==> config.mk <==
export PLATFORM = sky130hd
export DESIGN_NAME = inst_encoder_loader_flat
export DESIGN_NICKNAME = d
export VERILOG_FILES = /design/src/rtl/mips_isa_pkg.sv /design/src/rtl/inst_encoder_loader_if.sv /design/src/rtl/inst_field_packer.sv /design/src/rtl/inst_encoder_loader.sv /design/src/flat_wrapper.sv
export SDC_FILE = /design/constraint.sdc
export NUM_CORES = 1
export LEC_CHECK = 0
export ABC_AREA = 1
export BUFFER_PORTS_ARGS = -buffer_cell sky130_fd_sc_hd__buf_2
export CORE_UTILIZATION = 51
export DETAILED_ROUTE_END_ITERATION = 8
export HOLD_SLACK_MARGIN = 0.06
export PLACE_DENSITY_LB_ADDON = 0.12
export SYNTH_ARGS = -nofsm -noshare
export SYNTH_HDL_FRONTEND = slang
export SYNTH_SLANG_ARGS = --single-unit
==> constraint.sdc <==
create_clock -name clk -period 4.4 [get_ports clk]
set_input_delay 0 -clock clk [delete_from_list [all_inputs] [get_ports clk]]
set_output_delay 0 -clock clk [all_outputs]
set_load 0.01 [all_outputs]
==> src/rtl/mips_isa_pkg.sv <==
`default_nettype none
// ============================================================================
// mips_isa_pkg -- mnemonic codes, MIPS opcode/funct constants, loader states
// Rev 1.0
// ============================================================================
package mips_isa_pkg;

  typedef enum logic [4:0] {
    MN_ADD  = 5'd0,  MN_SUB  = 5'd1,  MN_AND  = 5'd2,  MN_OR   = 5'd3,
    MN_XOR  = 5'd4,  MN_NOR  = 5'd5,  MN_SLT  = 5'd6,  MN_SLL  = 5'd7,
    MN_SRL  = 5'd8,  MN_JR   = 5'd9,  MN_JALR = 5'd10, MN_J    = 5'd11,
    MN_JAL  = 5'd12, MN_BEQ  = 5'd13, MN_BNE  = 5'd14, MN_ADDI = 5'd15,
    MN_SLTI = 5'd16, MN_ANDI = 5'd17, MN_ORI  = 5'd18, MN_XORI = 5'd19,
    MN_LUI  = 5'd20, MN_LW   = 5'd21, MN_SW   = 5'd22
  } mnem_e;

  localparam logic [5:0] OP_RTYPE = 6'd0;
  localparam logic [5:0] OP_J     = 6'd2;
  localparam logic [5:0] OP_JAL   = 6'd3;
  localparam logic [5:0] OP_BEQ   = 6'd4;
  localparam logic [5:0] OP_BNE   = 6'd5;
  localparam logic [5:0] OP_ADDI  = 6'd8;
  localparam logic [5:0] OP_SLTI  = 6'd10;
  localparam logic [5:0] OP_ANDI  = 6'd12;
  localparam logic [5:0] OP_ORI   = 6'd13;
  localparam logic [5:0] OP_XORI  = 6'd14;
  localparam logic [5:0] OP_LUI   = 6'd15;
  localparam logic [5:0] OP_LW    = 6'd35;
  localparam logic [5:0] OP_SW    = 6'd43;

  localparam logic [5:0] FN_SLL   = 6'd0;
  localparam logic [5:0] FN_SRL   = 6'd2;
  localparam logic [5:0] FN_JR    = 6'd8;
  localparam logic [5:0] FN_JALR  = 6'd9;
  localparam logic [5:0] FN_ADD   = 6'd32;
  localparam logic [5:0] FN_SUB   = 6'd34;
  localparam logic [5:0] FN_AND   = 6'd36;
  localparam logic [5:0] FN_OR    = 6'd37;
  localparam logic [5:0] FN_XOR   = 6'd38;
  localparam logic [5:0] FN_NOR   = 6'd39;
  localparam logic [5:0] FN_SLT   = 6'd42;

  typedef enum logic [1:0] {
    ST_IDLE  = 2'd0,
    ST_LOAD  = 2'd1,
    ST_FLUSH = 2'd2,
    ST_DONE  = 2'd3
  } load_state_e;

endpackage
`default_nettype wire

==> src/rtl/inst_encoder_loader_if.sv <==
`default_nettype none
// ============================================================================
// inst_encoder_loader_if -- operand-bundle handshake and imem write port
// Rev 1.0
// ============================================================================
interface inst_encoder_loader_if #(
  parameter int ADDR_W = 10
);
  logic              in_valid;
  logic              in_ready;
  logic [4:0]        mnem;
  logic [4:0]        rs;
  logic [4:0]        rt;
  logic [4:0]        rd;
  logic [4:0]        shamt;
  logic [15:0]       imm16;
  logic [25:0]       target;
  logic              mem_we;
  logic [ADDR_W-1:0] mem_addr;
  logic [31:0]       mem_wdata;

  modport master (
    output in_valid, mnem, rs, rt, rd, shamt, imm16, target,
    input  in_ready, mem_we, mem_addr, mem_wdata
  );

  modport slave (
    input  in_valid, mnem, rs, rt, rd, shamt, imm16, target,
    output in_ready, mem_we, mem_addr, mem_wdata
  );
endinterface
`default_nettype wire

==> src/rtl/inst_field_packer.sv <==
`default_nettype none
// ============================================================================
// inst_field_packer -- combinational (mnem, fields) -> {32-bit MIPS word, illegal}
// Rev 1.0
// ============================================================================
module inst_field_packer
  import mips_isa_pkg::*;
(
  input  logic [4:0]  mnem,
  input  logic [4:0]  rs,
  input  logic [4:0]  rt,
  input  logic [4:0]  rd,
  input  logic [4:0]  shamt,
  input  logic [15:0] imm16,
  input  logic [25:0] target,
  output logic [31:0] word,
  output logic        illegal
);

  // Illegal codes fall through to an all-zero word, which is sll $0,$0,0.
  always_comb begin
    word    = 32'd0;
    illegal = 1'b0;
    case (mnem)
      MN_ADD:  word = {OP_RTYPE, rs, rt, rd, 5'd0, FN_ADD};
      MN_SUB:  word = {OP_RTYPE, rs, rt, rd, 5'd0, FN_SUB};
      MN_AND:  word = {OP_RTYPE, rs, rt, rd, 5'd0, FN_AND};
      MN_OR:   word = {OP_RTYPE, rs, rt, rd, 5'd0, FN_OR};
      MN_XOR:  word = {OP_RTYPE, rs, rt, rd, 5'd0, FN_XOR};
      MN_NOR:  word = {OP_RTYPE, rs, rt, rd, 5'd0, FN_NOR};
      MN_SLT:  word = {OP_RTYPE, rs, rt, rd, 5'd0, FN_SLT};
      MN_SLL:  word = {OP_RTYPE, 5'd0, rt, rd, shamt, FN_SLL};
      MN_SRL:  word = {OP_RTYPE, 5'd0, rt, rd, shamt, FN_SRL};
      MN_JR:   word = {OP_RTYPE, rs, 5'd0, 5'd0, 5'd0, FN_JR};
      MN_JALR: word = {OP_RTYPE, rs, 5'd0, rd, 5'd0, FN_JALR};
      MN_J:    word = {OP_J, target};
      MN_JAL:  word = {OP_JAL, target};
      MN_BEQ:  word = {OP_BEQ, rs, rt, imm16};
      MN_BNE:  word = {OP_BNE, rs, rt, imm16};
      MN_ADDI: word = {OP_ADDI, rs, rt, imm16};
      MN_SLTI: word = {OP_SLTI, rs, rt, imm16};
      MN_ANDI: word = {OP_ANDI, rs, rt, imm16};
      MN_ORI:  word = {OP_ORI, rs, rt, imm16};
      MN_XORI: word = {OP_XORI, rs, rt, imm16};
      MN_LUI:  word = {OP_LUI, 5'd0, rt, imm16};
      MN_LW:   word = {OP_LW, rs, rt, imm16};
      MN_SW:   word = {OP_SW, rs, rt, imm16};
      default: illegal = 1'b1;
    endcase
  end

endmodule
`default_nettype wire

==> src/rtl/inst_encoder_loader.sv <==
`default_nettype none
// ============================================================================
// inst_encoder_loader -- encodes mnemonic bundles and streams them into imem.
// Option macro: INST_ENC_ILLEGAL_TRAP_EN (trap illegal codes instead of nop).
// Rev 1.0
// ============================================================================
module inst_encoder_loader
  import mips_isa_pkg::*;
#(
  parameter int ADDR_W = 10,
  parameter int CNT_W  = 10
) (
  input  logic                 clk,
  input  logic                 rst,
  input  logic                 start,
  input  logic [ADDR_W-1:0]    base_addr,
  input  logic [CNT_W-1:0]     count,
  inst_encoder_loader_if.slave bus,
  output logic                 busy,
  output logic                 done,
  output logic                 err
);

`ifdef INST_ENC_ILLEGAL_TRAP_EN
  localparam bit TRAP_EN = 1'b1;
`else
  localparam bit TRAP_EN = 1'b0;
`endif

  load_state_e       state;
  load_state_e       state_nxt;
  logic [CNT_W-1:0]  remaining;
  logic [ADDR_W-1:0] wr_addr;
  logic [31:0]       pk_word;
  logic              pk_illegal;
  logic              accept;
  logic              write_en;
  logic              mem_we_q;
  logic [ADDR_W-1:0] mem_addr_q;
  logic [31:0]       mem_wdata_q;
  logic              err_q;

  inst_field_packer u_packer (
    .mnem    (bus.mnem),
    .rs      (bus.rs),
    .rt      (bus.rt),
    .rd      (bus.rd),
    .shamt   (bus.shamt),
    .imm16   (bus.imm16),
    .target  (bus.target),
    .word    (pk_word),
    .illegal (pk_illegal)
  );

  assign bus.in_ready  = (state == ST_LOAD) && (remaining != '0);
  assign accept        = bus.in_valid && bus.in_ready;
  // A trapped bundle still consumes a count slot but never reaches memory.
  assign write_en      = accept && !(TRAP_EN && pk_illegal);
  assign bus.mem_we    = mem_we_q;
  assign bus.mem_addr  = mem_addr_q;
  assign bus.mem_wdata = mem_wdata_q;
  assign err           = err_q;

  always_ff @(posedge clk) begin
    if (rst) begin
      state <= ST_IDLE;
    end else begin
      state <= state_nxt;
    end
  end

  always_comb begin
    state_nxt = state;
    busy      = 1'b0;
    done      = 1'b0;
    case (state)
      ST_IDLE: begin
        if (start) begin
          state_nxt = (count != '0) ? ST_LOAD : ST_DONE;
        end
      end
      ST_LOAD: begin
        busy = 1'b1;
        if (accept && (remaining == CNT_W'(1))) begin
          state_nxt = ST_FLUSH;
        end
      end
      ST_FLUSH: begin
        busy      = 1'b1;
        state_nxt = ST_DONE;
      end
      ST_DONE: begin
        done      = 1'b1;
        state_nxt = ST_IDLE;
      end
      default: state_nxt = ST_IDLE;
    endcase
  end

  always_ff @(posedge clk) begin
    if (rst) begin
      remaining   <= '0;
      wr_addr     <= '0;
      mem_we_q    <= 1'b0;
      mem_addr_q  <= '0;
      mem_wdata_q <= '0;
      err_q       <= 1'b0;
    end else begin
      mem_we_q <= write_en;
      if ((state == ST_IDLE) && start) begin
        remaining <= count;
        wr_addr   <= base_addr;
        err_q     <= 1'b0;
      end
      if (accept) begin
        remaining <= remaining - CNT_W'(1);
      end
      if (write_en) begin
        wr_addr     <= wr_addr + ADDR_W'(1);
        mem_addr_q  <= wr_addr;
        mem_wdata_q <= pk_word;
      end
      if (accept && pk_illegal && TRAP_EN) begin
        err_q <= 1'b1;
      end
    end
  end

endmodule
`default_nettype wire

==> src/flat_wrapper.sv <==
// flat-port wrapper written by rule: the top's interface ports become plain ports
module inst_encoder_loader_flat import mips_isa_pkg::*;
#(
  parameter int ADDR_W = 10,
  parameter int CNT_W  = 10
)
  (clk, rst, start, base_addr, count, busy, done, err, bus_in_valid, bus_mnem, bus_rs, bus_rt, bus_rd, bus_shamt, bus_imm16, bus_target, bus_in_ready, bus_mem_we, bus_mem_addr, bus_mem_wdata);
  inst_encoder_loader_if #(.ADDR_W(ADDR_W)) bus_i ();
  input  logic clk;
  input  logic rst;
  input  logic start;
  input  logic [ADDR_W-1:0] base_addr;
  input  logic [CNT_W-1:0] count;
  output logic busy;
  output logic done;
  output logic err;
  input wire logic [$bits(bus_i.in_valid)-1:0] bus_in_valid;
  input wire logic [$bits(bus_i.mnem)-1:0] bus_mnem;
  input wire logic [$bits(bus_i.rs)-1:0] bus_rs;
  input wire logic [$bits(bus_i.rt)-1:0] bus_rt;
  input wire logic [$bits(bus_i.rd)-1:0] bus_rd;
  input wire logic [$bits(bus_i.shamt)-1:0] bus_shamt;
  input wire logic [$bits(bus_i.imm16)-1:0] bus_imm16;
  input wire logic [$bits(bus_i.target)-1:0] bus_target;
  output wire logic [$bits(bus_i.in_ready)-1:0] bus_in_ready;
  output wire logic [$bits(bus_i.mem_we)-1:0] bus_mem_we;
  output wire logic [$bits(bus_i.mem_addr)-1:0] bus_mem_addr;
  output wire logic [$bits(bus_i.mem_wdata)-1:0] bus_mem_wdata;
  assign bus_i.in_valid = bus_in_valid;
  assign bus_i.mnem = bus_mnem;
  assign bus_i.rs = bus_rs;
  assign bus_i.rt = bus_rt;
  assign bus_i.rd = bus_rd;
  assign bus_i.shamt = bus_shamt;
  assign bus_i.imm16 = bus_imm16;
  assign bus_i.target = bus_target;
  assign bus_in_ready = bus_i.in_ready;
  assign bus_mem_we = bus_i.mem_we;
  assign bus_mem_addr = bus_i.mem_addr;
  assign bus_mem_wdata = bus_i.mem_wdata;
  inst_encoder_loader #(.ADDR_W(ADDR_W), .CNT_W(CNT_W)) u_core (.clk(clk), .rst(rst), .start(start), .base_addr(base_addr), .count(count), .bus(bus_i), .busy(busy), .done(done), .err(err));
endmodule
==> results of run 1 <==
## kinds of logic after synthesis
kind of cell | after synthesis | share of synthesized area (%)
adder cells (fa/ha/maj) | 8 | 2.736
XOR/XNOR | 13 | 3.112
AND/OR/NAND/NOR | 318 | 34.92
flip-flops | 64 | 35.02
other | 1 | 0.1025
buffers and inverters | 68 | 8.994
AO/OA/AOI/OAI | 105 | 15.12
## synthesized netlist by cell type (all sizes together)
library cell  count  area, sq um
dfxtp            64         1281
a21oi            65        329.1
inv              40        152.6
conb              1        3.750
o21ai            37        196.4
nand4             3        18.77
o211a             1        10.01
ha                8        100.1
clkbuf            8        30.03
xor2              9        78.83
nor2             38        152.6
nand2           235        894.6
nor3              3        15.01
nand3            38        190.2
a21boi            1        11.26
or2               1        6.260
buf              20        146.4
xnor2             4        35.03
a31oi             1        6.260
## registers in the layout, summed over array words and instances (netlist names)
register	cells
u_core.remaining	10
u_core.state	2
u_core.wr_addr	10
u_core.bus.mem_wdata	31
u_core.bus.mem_addr	10
u_core.bus.mem_we	1
## through the flow
stage | hold slack [ns] | cells
after global placement | 0.3404 | 782
after detailed placement | 0.3452 | 782
after floorplan | 0.2109 | 578
final | 0.07591 | 862
after CTS | 0.07144 | 862
after global routing | 0.1036 | 862
## layout make-up
type	instances	area, sq um	share of cell area (%)
Sequential cell	64	1281	24.83
Clock buffer	11	151.4	2.934
Multi-Input combinational cell	446	2052	39.77
Clock inverter	5	78.83	1.528
Inverter	40	152.6	2.958
Tap cell	96	120.1	2.328
Timing Repair Buffer	200	1324	25.65
## path summary, 6_finish.rpt
| check | end | slack, ns | cells after the start | from |
|---|---|---|---|---|
| worst min-delay path | u_core.bus.mem_wdata[0]$_SDFFE_PP0N_ | 0.08 | 5 | bus_target[0] |
| worst max register to register | u_core.remaining[4]$_SDFFE_PP0P_ | 2.02 | 13 | u_core.remaining[0]$_SDFFE_PP0P_ |
| worst min register to register | u_core.bus.mem_wdata[5]$_SDFFE_PP0N_ | 0.47 | 2 | u_core.bus.mem_wdata[5]$_SDFFE_PP0N_ |
| worst max-delay path | u_core.remaining[4]$_SDFFE_PP0P_ | 2.02 | 13 | u_core.remaining[0]$_SDFFE_PP0P_ |
## routing by layer
layer	vias up	share of wire (%)	global-route usage, %
met2	164	49	55.41
met5	-	0	0
li1	2204	-	-
met1	1990	42	35.56
met4	0	2.6	13.48
met3	30	6.1	5.429
## report_power, final
part | internal (mW) | switching, mW | total, mW | leakage [nW]
clock network | 0.349 | 0.236 | 0.586 | 0.119
logic | 0.353 | 0.552 | 0.905 | 1.95
registers | 0.688 | 0.0925 | 0.780 | 0.521
## worst max-delay path, delay by kind of cell (launching register included)
kind | cells | cell delay (ns)
buffers and inverters | 4 | 0.91
and+or+nand+nor | 7 | 0.69
DFF | 1 | 0.33
adders and majority gates | 1 | 0.24
AOI/OAI and AO/OA | 1 | 0.12
==> run summary, run 1 <==
Rows: 30
dpl hpwl: 6737 microns
Yosys reg bits: 64
root buffer cell: clkbuf_8
count of pins over their slew limit: 0
syn_area_per_cell: 6.341 sq um
Residual DRC: 0
CP required: 4.69 ns
dpl ws: 2.083 ns
clk_skew: 0.008211 ns
routed via count: 4388
slowest CP cell: buf_4
Inserted Clock Buffers: 9
Max Fanout on Critical Path: 74
Cell variety after synth: 30
period utilization: 54.14%
Finished Cell Area: 5160 sq um
Longest Clk Path Bufs: 2
post-CTS setup buffer count: 0
kind of critical path: register to register
worst-path cell chain: inv_1 -> ha_1 -> nand2_1 -> nor2_1 -> a21boi_2 -> nand2_2 -> buf_4 -> nand2_4 -> inv_4 -> nand2_1 -> nand3_1 -> nand2_1 -> inv_1
first-pass GRT wire length: 18220 microns
layout cells sized above 1: 21.41%
antenna violations before repair: 0
WL/cell: 13.12 microns
gr ovfl total: 0
slew margin rel.: 28.62%
PnR Total Power: 2.270 mW
placed standard-cell area: 4289 sq um
status: completed
initial drt markers: 228
largest net degree at the start of global routing: 75
worst hold path type: input port to register
Worst-Skew Late Latency: 0.34 ns
# clock sinks: 64
Final ANT Viol Nets: 0
I/O Buffers: 135
Area growth syn-to-layout: 41.04%
hold_buf cts: 64
Worst-path clk slew: 0.07 ns
Final Hold Vio Count: 0
YS warnings: 0
die area: 7516 sq um
vias in the first global route: 4197
final setup vio count: 0
post-synthesis sequential area ratio: 35.02%
nets@finish: 860
minimum clock period: 2.382 ns
CTS tree: built
Leakage: 2.592 nW
PD cells: 440.0 nW/um^2
post-CTS sizing: 0
max cap viols: 0
CP max stage delay: 0.56 ns
die height: 86.70 microns
area of the mapped netlist: 3659 sq um
PnR worst setup slack: 2.018 ns
maximum vdd drop: 0.2364 mV
router iterations before antenna repair: 5
Gate Count Post-Synth: 577
GRT Util Overall: 30.74%
most frequent cells in the layout: nand2_1 (232), buf_2 (135), a21oi_1 (64), dlygate4sd3_1 (64), dfxtp_1 (64)
die width: 86.70 microns
fmax: 419.8 MHz
post-layout util: 75.12%
GPL Wtd Cong: 0.8773
Ports: 138
RSZ-0062 raised after global routing: no
cell mode on critical path: nand2_1
vias per cell: 5.090
WL final: 11310 microns
crit end category: register
Critical Path AT: 2.67 ns
Fillers: 555
H-tree depth: 3
Final TNS setup: 0 ns
crit start category: register
Core ar.: 6869 sq um
Initial Util: 53.26%
diodes inserted: 0
most common cell after layout, fill and taps aside: nand2_1
Least-Margin Pin Slew: 1.071 ns
No activity file was read; power rests on OpenSTA's default activity.
==> run 2: changes to the inputs <==
CORE_UTILIZATION = 45   (was 51)
clock period = 1.9 ns   (was 4.4 ns; I/O delays follow)
==> run summary, run 2 (synthesis results as in run 1) <==
status: completed
Ports: 138 (unchanged)
Final ANT Viol Nets: 0 (unchanged)
CP Launch Point: u_core.remaining[0]$_SDFFE_PP0P_
WL/cell: 12.88 microns (-1.8%)
fmax: 553.0 MHz (+32%)
crit start category: register
PD cells: 1028 nW/um^2 (+130%)
vias per cell: 4.916 (-3.4%)
initial drt markers: 298 (+31%)
count of pins over their slew limit: 0 (unchanged)
Worst-Skew Late Latency: 0.33 ns (about the same)
period utilization: 95.18% (+41 points)
Clk pwr share: 24.3% (-1.5 points)
final setup vio count: 0 (unchanged)
root buffer cell: clkbuf_8
gr ovfl total: 0 (unchanged)
Worst-path clk slew: 0.07 ns (about the same)
largest net degree at the start of global routing: 35 (-53%)
slowest CP cell: dfxtp_1
crit end category: register
worst flop-to-flop path startpoint: u_core.remaining[0]$_SDFFE_PP0P_
CP max stage delay: 0.36 ns (-0.20 ns)
GRT Util Overall: 26.55% (-4.2 points)
router iterations before antenna repair: 5 (unchanged)
RSZ-0062 raised after global routing: yes
CP required: 2.13 ns (-2.56 ns)
Critical Path AT: 2.04 ns (-0.63 ns)
Area growth syn-to-layout: 42.68%
clk_skew: 0.009627 ns (+0.001416 ns)
Max Fanout on Critical Path: 15 (-80%)
maximum vdd drop: 0.5925 mV (+150%)
Crit path max-delay family: simple AND/OR/NAND/NOR gates
WL final: 11250 microns (-0.53%)
Longest Clk Path Bufs: 2 (unchanged)
Finished Cell Area: 5220 sq um (+1.2%)
first-pass GRT wire length: 18020 microns (-1.1%)
GPL Wtd Cong: 0.8755 (-0.21%)
diodes inserted: 0 (unchanged)
nets@finish: 865 (+0.58%)
register share of total power: 33.7% (-0.7 points)
most common cell after layout, fill and taps aside: nand2_1
# clock sinks: 64 (unchanged)
Residual DRC: 0 (unchanged)
max cap viols: 0 (unchanged)
die area: 8494 sq um (+13%)
layout cells sized above 1: 23.61% (+2.2 points)
sw frac: 38.33% (-0.46 points)
Inserted Clock Buffers: 9 (unchanged)
Final Hold Vio Count: 0 (unchanged)
die height: 92.17 microns (+6.3%)
post-layout util: 66.86% (-8.3 points)
minimum clock period: 1.808 ns (-0.5739 ns)
most frequent cells in the layout: nand2_1 (232), buf_2 (135), a21oi_1 (64), dfxtp_1 (63), dlygate4sd3_1 (55)
Leakage: 2.620 nW (+1.1%)
worst hold path type: input port to register
Rows: 32 (+6.7%)
placed cells: 801 (+2.4%)
internal power: 3.308 mW (+140%)
kind of critical path: register to register
die width: 92.17 microns (+6.3%)
H-tree depth: 3 (unchanged)
Initial Util: 46.86% (-6.4 points)
antenna violations before repair: 0 (unchanged)
CTS tree: built
PnR Total Power: 5.364 mW (+140%)
dpl hpwl: 7470 microns (+11%)
Combinational Power Share: 42.0% (+2.1 points)
NetSw: 2.056 mW (+130%)
Hold Startpoint: bus_imm16[2]
placed standard-cell area: 4407 sq um (+2.7%)
worst-path cell chain: inv_1 -> ha_1 -> nand2_1 -> nor2_2 -> a21boi_2 -> nand2_2 -> buf_4 -> or2_2 -> o211a_1
routed via count: 4292 (-2.2%)
max reg flops: 31 (unchanged)
crit path buf inv count: 2 (-2)
Non-Filler Instances: 873 (+1.3%)
Core ar.: 7807 sq um (+14%)
vias in the first global route: 4112 (-2.0%)
I/O Buffers: 135 (unchanged)
Final TNS setup: 0 ns (unchanged)
## run 2: layout make-up
class | count | area, sq um
clock buffers | 11 | 141.4
clock inverters | 5 | 80.08
fillers | 710 | 2587
inverters | 40 | 157.7
multi-input cells | 446 | 2064
flip-flops and latches | 64 | 1282
well taps | 102 | 127.6
repair buffers | 205 | 1366
## run 2: repair_timing
| action | 4_1_cts | 5_1_grt |
|---|---|---|
| resized for setup | 0 | 12 |
| setup endpoints to repair | 0 | 34 |
| buffers inserted | 0 | 1 |
| endpoints found under the hold margin | 34 | 0 |
| hold buffers | 55 | 0 |
## run 2: through the flow
stage | setup WS, ns | hold WS [ns]
floorplan | 0.1487 | 0.2109
global placement | 0.1873 | 0.3392
finish | 0.09166 | 0.07113
global route | -0.02376 | 0.06309
CTS | 0.07138 | 0.06157
detailed placement | 0.09003 | 0.3412
## run 2: worst register-to-register path, delay by kind of cell (launching register included)
family / cells / cell delay [ns]
buffers and inverters: 2 / 0.29
and+or+nand+nor: 4 / 0.56
adders and majority gates: 1 / 0.21
AOI/OAI and AO/OA: 2 / 0.29
DFF: 1 / 0.36
## run 2: routing by layer
layer,up-vias,share of wire (%),global-route usage (%)
li1,2208,-,-
met1,1923,45,32.05
met2,142,49,47.01
met3,19,5.3,4.561
met4,0,1.6,9.635
met5,-,0,0
## run 2: worst paths after layout
check / end / slack (ns) / cells after the start
max: u_core.bus.mem_addr[0]$_SDFFE_PP0N_ / 0.09 / 9
min: u_core.bus.mem_wdata[2]$_SDFFE_PP0N_ / 0.07 / 5
max reg2reg: u_core.bus.mem_addr[0]$_SDFFE_PP0N_ / 0.09 / 9
min reg2reg: u_core.bus.mem_wdata[11]$_SDFFE_PP0N_ / 0.46 / 2
## run 2: power groups by stage
stage	clock network [mW]	logic (mW)	registers, mW
after floorplan	0	1.46	1.82
after CTS	1.33	2.18	1.80
after global placement	0	2.01	1.82
final	1.30	2.25	1.81
after global routing	1.39	2.54	1.84
after detailed placement	0	2.04	1.82
